<file path="src/rtl/grey_pkg.sv">
// rtl/grey_pkg.sv - Shared Grey-code width limits and binary-to-Grey helper
package grey_pkg;

  localparam int GREY_MIN_WIDTH = 2;
  localparam int GREY_MAX_WIDTH = 4;

  function automatic logic [GREY_MAX_WIDTH-1:0] bin2grey(input logic [GREY_MAX_WIDTH-1:0] bin);
    return bin ^ (bin >> 1);
  endfunction

endpackage

</file>
<file path="src/rtl/grey_encode.sv">
// rtl/grey_encode.sv - Combinational binary-to-Grey encoder, WIDTH bits
module grey_encode
  import grey_pkg::*;
#(
  parameter int WIDTH = 2
) (
  input  logic [WIDTH-1:0] bin_i,
  output logic [WIDTH-1:0] grey_o
);

  // Zero-extend into the shared helper; the padded high bits encode to zero.
  assign grey_o = WIDTH'(bin2grey(GREY_MAX_WIDTH'(bin_i)));

endmodule

</file>
<file path="src/rtl/panic_module.sv">
// rtl/panic_module.sv - Empty marker module; its presence in a netlist flags an unsupported configuration
module PanicModule;
endmodule

</file>
<file path="src/rtl/grey_counter.sv">
// rtl/grey_counter.sv - Up/down binary counter publishing a registered Grey code
// Grey code is computed from next-state so enc_o and raw_o update on the same edge.
module grey_counter
  import grey_pkg::*;
#(
  parameter int WIDTH = 2,
  parameter bit WRAP  = 1'b1
) (
  input  logic             clk_i,
  input  logic             reset_i,
  input  logic             inc_i,
  input  logic             dec_i,
  input  logic             load_i,
  input  logic [WIDTH-1:0] load_val_i,
  output logic [WIDTH-1:0] enc_o,
  output logic [WIDTH-1:0] raw_o,
  output logic             wrap_o,
  output logic             at_max_o,
  output logic             at_min_o
);

  localparam logic [WIDTH-1:0] MAX_VAL = '1;
  localparam logic [WIDTH-1:0] MIN_VAL = '0;
  localparam logic [WIDTH-1:0] ONE     = WIDTH'(1);

  if (WIDTH < GREY_MIN_WIDTH || WIDTH > GREY_MAX_WIDTH) begin : g_width_guard
    PanicModule u_panic ();
  end

  logic [WIDTH-1:0] raw_d, raw_q;
  logic [WIDTH-1:0] enc_d, enc_q;
  logic             wrap_d, wrap_q;

  logic up, down;
  assign up   = inc_i & ~dec_i;
  assign down = dec_i & ~inc_i;

  always_comb begin
    raw_d  = raw_q;
    wrap_d = 1'b0;
    if (load_i) begin
      raw_d = load_val_i;
    end else if (up) begin
      if (raw_q == MAX_VAL) begin
        if (WRAP) begin
          raw_d  = MIN_VAL;
          wrap_d = 1'b1;
        end
      end else begin
        raw_d = raw_q + ONE;
      end
    end else if (down) begin
      if (raw_q == MIN_VAL) begin
        if (WRAP) begin
          raw_d  = MAX_VAL;
          wrap_d = 1'b1;
        end
      end else begin
        raw_d = raw_q - ONE;
      end
    end
  end

  grey_encode #(
    .WIDTH (WIDTH)
  ) u_encode (
    .bin_i  (raw_d),
    .grey_o (enc_d)
  );

  always_ff @(posedge clk_i) begin
    if (reset_i) begin
      raw_q  <= '0;
      enc_q  <= '0;
      wrap_q <= 1'b0;
    end else begin
      raw_q  <= raw_d;
      enc_q  <= enc_d;
      wrap_q <= wrap_d;
    end
  end

  assign raw_o    = raw_q;
  assign enc_o    = enc_q;
  assign wrap_o   = wrap_q;
  assign at_max_o = (raw_q == MAX_VAL);
  assign at_min_o = (raw_q == MIN_VAL);

endmodule

</file>
<file path="config.mk">
export PLATFORM = sky130hd
export DESIGN_NAME = grey_counter
export DESIGN_NICKNAME = d
export VERILOG_FILES = /design/src/rtl/grey_pkg.sv /design/src/rtl/grey_encode.sv /design/src/rtl/panic_module.sv /design/src/rtl/grey_counter.sv
export SDC_FILE = /design/constraint.sdc
export NUM_CORES = 1
export LEC_CHECK = 0
export ABC_AREA = 1
export BUFFER_PORTS_ARGS = -buffer_cell sky130_fd_sc_hd__buf_2
export CAP_MARGIN = 0
export CORE_AREA = 2 2 39 41
export DETAILED_ROUTE_END_ITERATION = 6
export DIE_AREA = 0 0 41 43
export SYNTH_ARGS = -nofsm -noshare
export SYNTH_HDL_FRONTEND = slang
export SYNTH_SLANG_ARGS = --single-unit
export TNS_END_PERCENT = 20
</file>
<file path="constraint.sdc">
create_clock -name clk_i -period 1.48 [get_ports clk_i]
set_input_delay 0 -clock clk_i [delete_from_list [all_inputs] [get_ports clk_i]]
set_output_delay 0 -clock clk_i [all_outputs]
set_load 0.02 [all_outputs]
</file>
== Yosys cells after proc, flatten, opt, wreduce, memory -nomap -nowiden ==
Cells that the tools add are included.
W data, S select, Z words.

* $add $sub $neg: 2
* Equal/unequal tests: 1
* Mux-type cells: 9
* Bitwise logic cells: 5
* Reductions and logical operators: 2

{| class="wikitable"
|+ Operators with widths
! operator !! number
|-
| $mux W2 || 5
|-
| $mux W1 || 4
|-
| $add A2 B1 Y2 const B || 1
|-
| $and A1 B1 Y1 || 2
|-
| $eq A2 B2 Y1 const B || 1
|-
| $logic_not A2 Y1 || 1
|-
| $not A1 Y1 || 2
|-
| $reduce_or A2 Y1 || 1
|-
| $sub A2 B1 Y2 const B || 1
|-
| $xor A2 B1 Y2 || 1
|}

* Register bits: 5
* Input bits: 7
* Word-level logic and storage cells: 22

== Depth between registers and ports, before layout ==
Gate-level depths: netlist of the first run.

* Depth in word-level cells: 6
* Gate-level depth with buffers: 11
* Mapped depth without buffers: 11

== By module ==
Synthesis of the first run repeated with hierarchy kept, for this count alone.

* Cell total of the unflattened synthesis: 47
* Area total of the unflattened synthesis: 310.3 um^2

{| class="wikitable"
|+ Modules (own cells, without submodules)
! module !! instances !! cells an instance !! area an instance (um^2) !! seq. area each (um^2)
|-
| grey_counter || 1 || 41 || 284.0 || 100.1
|-
| grey_encode || 1 || 6 || 26.3 || 0.0
|}

== Worst setup path after synthesis of the first run ==
Ideal clock, no wire load.

* Path kind: register to register
* From: register raw_q[1] (netlist: raw_o[1])
* To: register enc_q[0] (netlist: enc_o[0])
* Data arrival time: 1.322 ns
* Slack: 0.045 ns
* Cell stages (with the launch flop): 11
* Period minus slack after synthesis: 1.435 ns
* Path through: dfxtp_1 -> inv_1 -> ha_1 -> inv_1 -> nand2_1 -> nand2_2 -> nand2_2 -> nand2_2 -> nand2_2 -> nor2_1 -> nor2_1

* Longest elaborated chain between the ends: 6
* Elaborated cells on any way between the ends: 10
* Classes of those cells: add/sub: 2; eq/ne: 1; mux: 5; bitwise: 1; reduce/logical: 1

{| class="wikitable"
|+ Ends and longest elaborated chain
! element !! line !! RTL
|-
| start, declared || grey_counter.sv:30 || <nowiki>logic [WIDTH-1:0] raw_d, raw_q;</nowiki>
|-
| start signal, assigned || grey_counter.sv:77 || <nowiki>raw_q <= raw_d;</nowiki>
|-
| $logic_not A2 Y1 || - ||
|-
| via at_min_o || grey_counter.sv:19 || <nowiki>output logic at_min_o</nowiki>
|-
| $mux W2 || grey_counter.sv:53 || <nowiki>if (raw_q == MIN_VAL) begin</nowiki>
|-
| $mux W2 || grey_counter.sv:52 || <nowiki>end else if (down) begin</nowiki>
|-
| $mux W2 || grey_counter.sv:43 || <nowiki>end else if (up) begin</nowiki>
|-
| $mux W2 || grey_counter.sv:41 || <nowiki>if (load_i) begin</nowiki>
|-
| $xor A2 B1 Y2 || grey_pkg.sv:8 || <nowiki>return bin ^ (bin >> 1);</nowiki>
|-
| end signal, assigned || grey_counter.sv:78 || <nowiki>enc_q <= enc_d;</nowiki>
|-
| end, declared || grey_counter.sv:31 || <nowiki>logic [WIDTH-1:0] enc_d, enc_q;</nowiki>
|}

The timed path passes the listed nets, and every way through them passes these cells.
A chain may end at the register's enable or synchronous reset.

== Final worst setup path of the first run ==
* From: register raw_q[1] (netlist: raw_o[1])
* To: register enc_q[0] (netlist: enc_o[0])

* Longest elaborated chain between the ends: 6
* Elaborated cells on any way between the ends: 10
* Classes of those cells: add/sub: 2; eq/ne: 1; mux: 5; bitwise: 1; reduce/logical: 1

{| class="wikitable"
|+ Ends and longest elaborated chain
! element !! line
|-
| $sub A2 B1 Y2 or $logic_not A2 Y1 (tied branches) || grey_counter.sv:59, grey_counter.sv:53
|-
| $mux W2 || grey_counter.sv:53
|-
| $mux W2 || grey_counter.sv:52
|-
| $mux W2 (*) || grey_counter.sv:43
|-
| $mux W2 (*) || grey_counter.sv:41
|-
| $xor A2 B1 Y2 (*) || grey_pkg.sv:8
|}

Mark *: on every way between the ends. The rest lies on a longest branch, timed or not.

==> results of run 1 <==
-- registers in the layout, indices dropped and copies added (netlist names) --
signal,flops
enc_o,1
raw_o,2
wrap_o,1
-- through the flow --
step           area (sq um)  hold slack (ns)  setup WS (ns)
2_1_floorplan         276.5          0.06907        0.04490
3_3_place_gp          369.1           0.1970         0.1946
3_5_place_dp          369.1           0.1894         0.1740
4_1_cts               401.6          0.07397         0.1646
5_1_grt               401.6          0.08255       0.009447
6_report              401.6          0.07865         0.1739
-- worst min-delay path: stages --
cell and delay [ns]:
buf_2 0.11, inv_1 0.05, nand2_1 0.06, nor2_1 0.04
-- what timing repair did --
item,CTS,global route
hold endpoints to repair,2,0
endpoints found under the setup margin,0,0
hold buffers,1,0
-- cells by family after synthesis --
family          count (synthesis)  synth area share
simple gates                   26            0.4435
buf+inv                         8            0.1222
flops                           4            0.2896
fa+ha+maj                       2           0.09048
compound gates                  3           0.05425
-- how the worst max path moves through the flow --
stage | to | cells past startpoint
after floorplan | enc_o[0] | 10
after global routing | enc_o[0] | 10
after CTS | enc_o[0] | 10
after detailed placement | enc_o[0] | 10
after global placement | enc_o[0] | 10
final | enc_o[0] | 10
-- metal layers --
metal,wire length [microns],track usage,vias to the layer above
met5,0,0,-
met4,0,0.04000,0
met3,36,0.03141,0
met2,260,0.1125,8
met1,244,0.1061,123
li1,-,-,169
-- where the power goes --
part,leakage [uW],switching (uW),internal (uW)
Combinational,0.000182,64.1,44.0
Sequential,0.0000331,2.79,117
Clock,0.0000138,38.9,90.3
Total,0.000228,106,251
-- cells in the final DEF, fill, tap and decap left out --
master,instances
dfxtp_1,4
dlygate4sd3_1,1
nor2_1,7
ha_1,2
o21ai_1,1
nand2_2,6
nand2_1,8
nand3_1,3
o21ai_0,1
inv_1,6
nand3b_1,1
clkbuf_4,3
buf_2,13
inv_2,1
and2_1,1
a21oi_1,1
buf_4,2
-- final cells by class --
| class | instances | area (sq um) | area share |
|---|---|---|---|
| clock buffers | 3 | 22.52 | 0.05607 |
| inverters | 7 | 26.28 | 0.06542 |
| multi-input cells | 31 | 162.7 | 0.4050 |
| flip-flops and latches | 4 | 80.08 | 0.1994 |
| well taps | 16 | 20.02 | 0.04984 |
| repair buffers | 16 | 90.09 | 0.2243 |
==> flow_metrics.env, run 1 <==
export IMPL_place_inst=73
export IMPL_slew_violations=0
export IMPL_instances_no_fill=77
export IMPL_vdd_drop_max_mv=0.3050
export IMPL_critPathLaunch="raw_o[1]"
export IMPL_grt_pass1_vias=278
export IMPL_wl_per_cell_microns=7.026
export IMPL_netlist_instances=43
export IMPL_yosysMostFrequentCell="nand2_1"
export IMPL_setup_viol=0
export IMPL_reg2reg_slack_ns=0.17
export IMPL_final_nets=72
export IMPL_drc=0
export IMPL_grt_ovfl_total=0
export IMPL_synth_area_leader_cell="dfxtp_1"
export IMPL_drt_wl_total_microns=541
export IMPL_arrival_ns=1.43
export IMPL_die_w_microns=41
export IMPL_ys_warnings_count=0
export IMPL_die_area_sq_um=1763
export IMPL_path_common_cell="nor2_1"
export IMPL_grt_max_degree=6
export IMPL_synth_top_cells_by_area="dfxtp_1 (29%), nand2_2 (14%), nand2_1 (11%)"
export IMPL_cts_sinks=4
export IMPL_end_kind="flop"
export IMPL_grt_pass1_wl_microns=986
export IMPL_diodes=0
export IMPL_first_pass_iters=2
export IMPL_vias_per_cell=3.896
export IMPL_crit_type="reg -> reg"
export IMPL_clk_latency_ns=0.23
export IMPL_synth_top_cells_by_count="nand2_1 (8), nor2_1 (7), inv_1 (6), nand2_2 (6), dfxtp_1 (4)"
export IMPL_drtAntennaViolNets=0
export IMPL_path_buf_inv=1
export IMPL_numPortBuffers=13
export IMPL_worstPathRequired_ns=1.60
export IMPL_reg2reg_from="raw_o[1]"
export IMPL_period_needed_ns=1.306
export IMPL_synth_top_area_share=0.2896
export IMPL_dp_hpwl_microns=485.3
export IMPL_io_pins=14
export IMPL_async_reset_ff_frac=0
export IMPL_max_freq_ghz=0.7656
export IMPL_synth_edff_count=0
export IMPL_min_path_type="in -> reg"
export IMPL_worst_setup_path_start_kind="flop"
export IMPL_fill_cells=159
export IMPL_synthesis_area_sq_um=276.5
export IMPL_drive_gt1_frac=0.4098
export IMPL_cpMaxStageDelayCell="dfxtp_1"
export IMPL_cp_top_family="simple AND/OR/NAND/NOR gates"
export IMPL_hold_end="wrap_o"
export IMPL_pwr_density_cell_nw_per_um2=888.0
export IMPL_max_cap_violations=0
export IMPL_syn_to_final_growth_pct=45.25
export IMPL_ys_dominant_reg_cell="dfxtp_1"
export IMPL_antenna_found_initial=0
export IMPL_hold_violations=0
export IMPL_clockBufferDepth=2
export IMPL_relSlewSlack=0.8722
export IMPL_synth_cell_type_count=14
export IMPL_fin_setup_tns_ns=0
export IMPL_finalPower_uw=356.7
export IMPL_status="finished clean"
export IMPL_rsz0062_at_grt="no"
export IMPL_synth_seq_cells=4
export IMPL_whs_path_depth=4
export IMPL_cts_root_buf="clkbuf_4"
export IMPL_clkTransAtPathRegs_ns=0.04
export IMPL_num_rows=14
export IMPL_fin_util=0.2902
export IMPL_core_area_sq_um=1384
export IMPL_ctsResizeCount=0
export IMPL_r2r_end="enc_o[0]"
export IMPL_critPathMaxStageDelay_ns=0.30
export IMPL_die_h_microns=43
export IMPL_syn_nets=52
export IMPL_vias=300
export IMPL_tightest_slew_ns=0.1905
export IMPL_htree_levels=1
export IMPL_cts_tree="done"
export IMPL_synth_avg_cell_area_sq_um=6.431
export IMPL_postCtsSetupBuffers=0
export IMPL_drtIter0Drc=5
export IMPL_leakagePower_uw=0.0002284
export IMPL_crit_fanout=4
export IMPL_path_cells="buf_4, ha_1, nor2_1, nor2_1, nor2_1, nand2_2, nand2_2, nand2_1, nand2_1, nor2_1"
export IMPL_place_gp_congestion=0.7677
export IMPL_initial_utilization=0.1998
export IMPL_finClkSkew_ns=0.001257
export IMPL_period_share=0.8825
export IMPL_synth_seq_area_share=0.2896
export IMPL_track_usage=0.08133
export IMPL_cts_buffers=3
export IMPL_min_from="load_i"
export IMPL_ff2ff_path_depth=10
Note: power is estimated with default switching activity, not from simulation.
==> run 2, diff against run 1 <==
RECOVER_POWER = 50   (was unset)
==> run 2 against run 1 <==
Against the previous run:
- count of clock-buffer cells in the layout unchanged
- via count decreased by 0.33%
- flip-flop and latch count stayed put
==> flow_metrics.env, run 2 (synthesized netlist as in run 1, its figures left out) <==
export IMPL_slew_violations=0
export IMPL_first_pass_iters=4
export IMPL_drc=0
export IMPL_htree_levels=1
export IMPL_crit_type="reg -> reg"
export IMPL_syn_to_final_growth_pct=42.99
export IMPL_arrival_ns=1.43
export IMPL_setup_viol=0
export IMPL_cts_sinks=4
export IMPL_rsz0062_at_grt="no"
export IMPL_comb_power_share=0.298
export IMPL_min_path_type="in -> reg"
export IMPL_antenna_found_initial=0
export IMPL_grt_max_degree=6
export IMPL_cts_root_buf="clkbuf_4"
export IMPL_vias_per_cell=3.883
export IMPL_die_w_microns=41
export IMPL_place_area_sq_um=369.1
export IMPL_drive_gt1_frac=0.3279
export IMPL_drt_wl_total_microns=550
export IMPL_reg2reg_slack_ns=0.17
export IMPL_worst_setup_path_start_kind="flop"
export IMPL_io_pins=14
export IMPL_period_needed_ns=1.308
export IMPL_die_h_microns=43
export IMPL_crit_fanout=4
export IMPL_drtIter0Drc=5
export IMPL_clockBufferDepth=2
export IMPL_drtAntennaViolNets=0
export IMPL_wl_per_cell_microns=7.143
export IMPL_cts_buffers=3
export IMPL_hold_violations=0
export IMPL_mostFrequentLayoutCells="nand2_1 (8), buf_2 (8), nor2_1 (7), inv_1 (6), nand2_2 (6)"
export IMPL_p_seq_frac=0.337
export IMPL_end_kind="flop"
export IMPL_final_area_sq_um=395.4
export IMPL_period_share=0.8837
export IMPL_pwr_share_clk=0.365
export IMPL_cts_tree="done"
export IMPL_grt_pass1_vias=278
export IMPL_relSlewSlack=0.8340
export IMPL_numPortBuffers=13
export IMPL_p_sw_frac=0.3007
export IMPL_tightest_slew_ns=0.2501
export IMPL_max_cap_violations=0
export IMPL_vias=299
export IMPL_dp_hpwl_microns=485.3
export IMPL_place_gp_congestion=0.7677
export IMPL_intPower_uw=248.1
export IMPL_die_area_sq_um=1763
export IMPL_vdd_drop_max_mv=0.3042
export IMPL_worstPathRequired_ns=1.60
export IMPL_initial_utilization=0.1998
export IMPL_diodes=0
export IMPL_finClkSkew_ns=0.001183
export IMPL_largest_reg_flops=2
export IMPL_track_usage=0.08133
export IMPL_grt_pass1_wl_microns=986
export IMPL_grt_ovfl_total=0
export IMPL_fin_setup_tns_ns=0
export IMPL_num_rows=14
export IMPL_core_area_sq_um=1384
export IMPL_clk_latency_ns=0.23
export IMPL_leakagePower_uw=0.0002094
export IMPL_p_switching_uw=106.7
export IMPL_final_nets=72
export IMPL_pwr_density_cell_nw_per_um2=897.2
export IMPL_max_freq_ghz=0.7646
export IMPL_status="finished clean"
export IMPL_clkTransAtPathRegs_ns=0.04
run 2: changes by cell type in the layout (fill, tap and decap cells not counted):
cell and delta:
clkbuf_1 +5, buf_2 -5
run 2: cell type report:
cell class | instances | area, sq um
Sequential cell | 4 | 80.08
Timing Repair Buffer | 16 | 83.83
Clock buffer | 3 | 22.52
Fill cell | 160 | 988.4
Tap cell | 16 | 20.02
Inverter | 7 | 26.28
Multi-Input combinational cell | 31 | 162.7
run 2: path summary, 6_finish.rpt:
kind	startpoint	to	depth (start not counted)
worst max-delay path	raw_o[1]	enc_o[0]	10
worst min-delay path	load_i	wrap_o	4
worst max register to register	raw_o[1]	enc_o[0]	10
worst min register to register	raw_o[0]	raw_o[0]	5
run 2: per-layer routing:
metal,wire [microns],vias to the layer above,GRT usage
li1,-,168,-
met1,247,123,0.1061
met2,264,8,0.1125
met3,39,0,0.03141
met4,0,0,0.04000
met5,0,-,0
run 2: power by group through the flow:
stage	clock, uW	sequential [uW]	combinational, uW
floorplan	0	134	59.7
global placement	0	121	106
detailed placement	0	121	107
CTS	136	120	110
global route	147	120	121
finish	130	119	106
run 2: per-stage QoR:
step / instances / utilization / hold slack (ns) / setup slack [ns] / power (uW)
after CTS: 77 / 0.2902 / 0.07397 / 0.1646 / 365.6
after floorplan: 43 / - / 0.06907 / 0.04490 / 193.8
after global routing: 77 / 0.2857 / 0.08255 / 0.007488 / 388.1
after detailed placement: 73 / 0.2667 / 0.1894 / 0.1740 / 228.4
after global placement: 73 / 0.2667 / 0.1970 / 0.1946 / 227.6
final: 77 / 0.2857 / 0.07809 / 0.1722 / 354.7
run 2: timing repair:
| item | in CTS | in global routing |
|---|---|---|
| endpoints found under the hold margin | 2 | 0 |
| setup buffers | 0 | 0 |
| setup endpoints to repair | 0 | 0 |
| hold buffers | 1 | 0 |
| gates resized for setup | 0 | 0 |
run 2: critical path, cell delays in order, from the launching register on:
cell     delay, ns
dfxtp_1       0.30
buf_4         0.14
ha_1          0.22
nor2_1        0.09
nor2_1        0.05
nor2_1        0.10
nand2_2       0.08
nand2_2       0.06
nand2_1       0.06
nand2_1       0.06
nor2_1        0.03
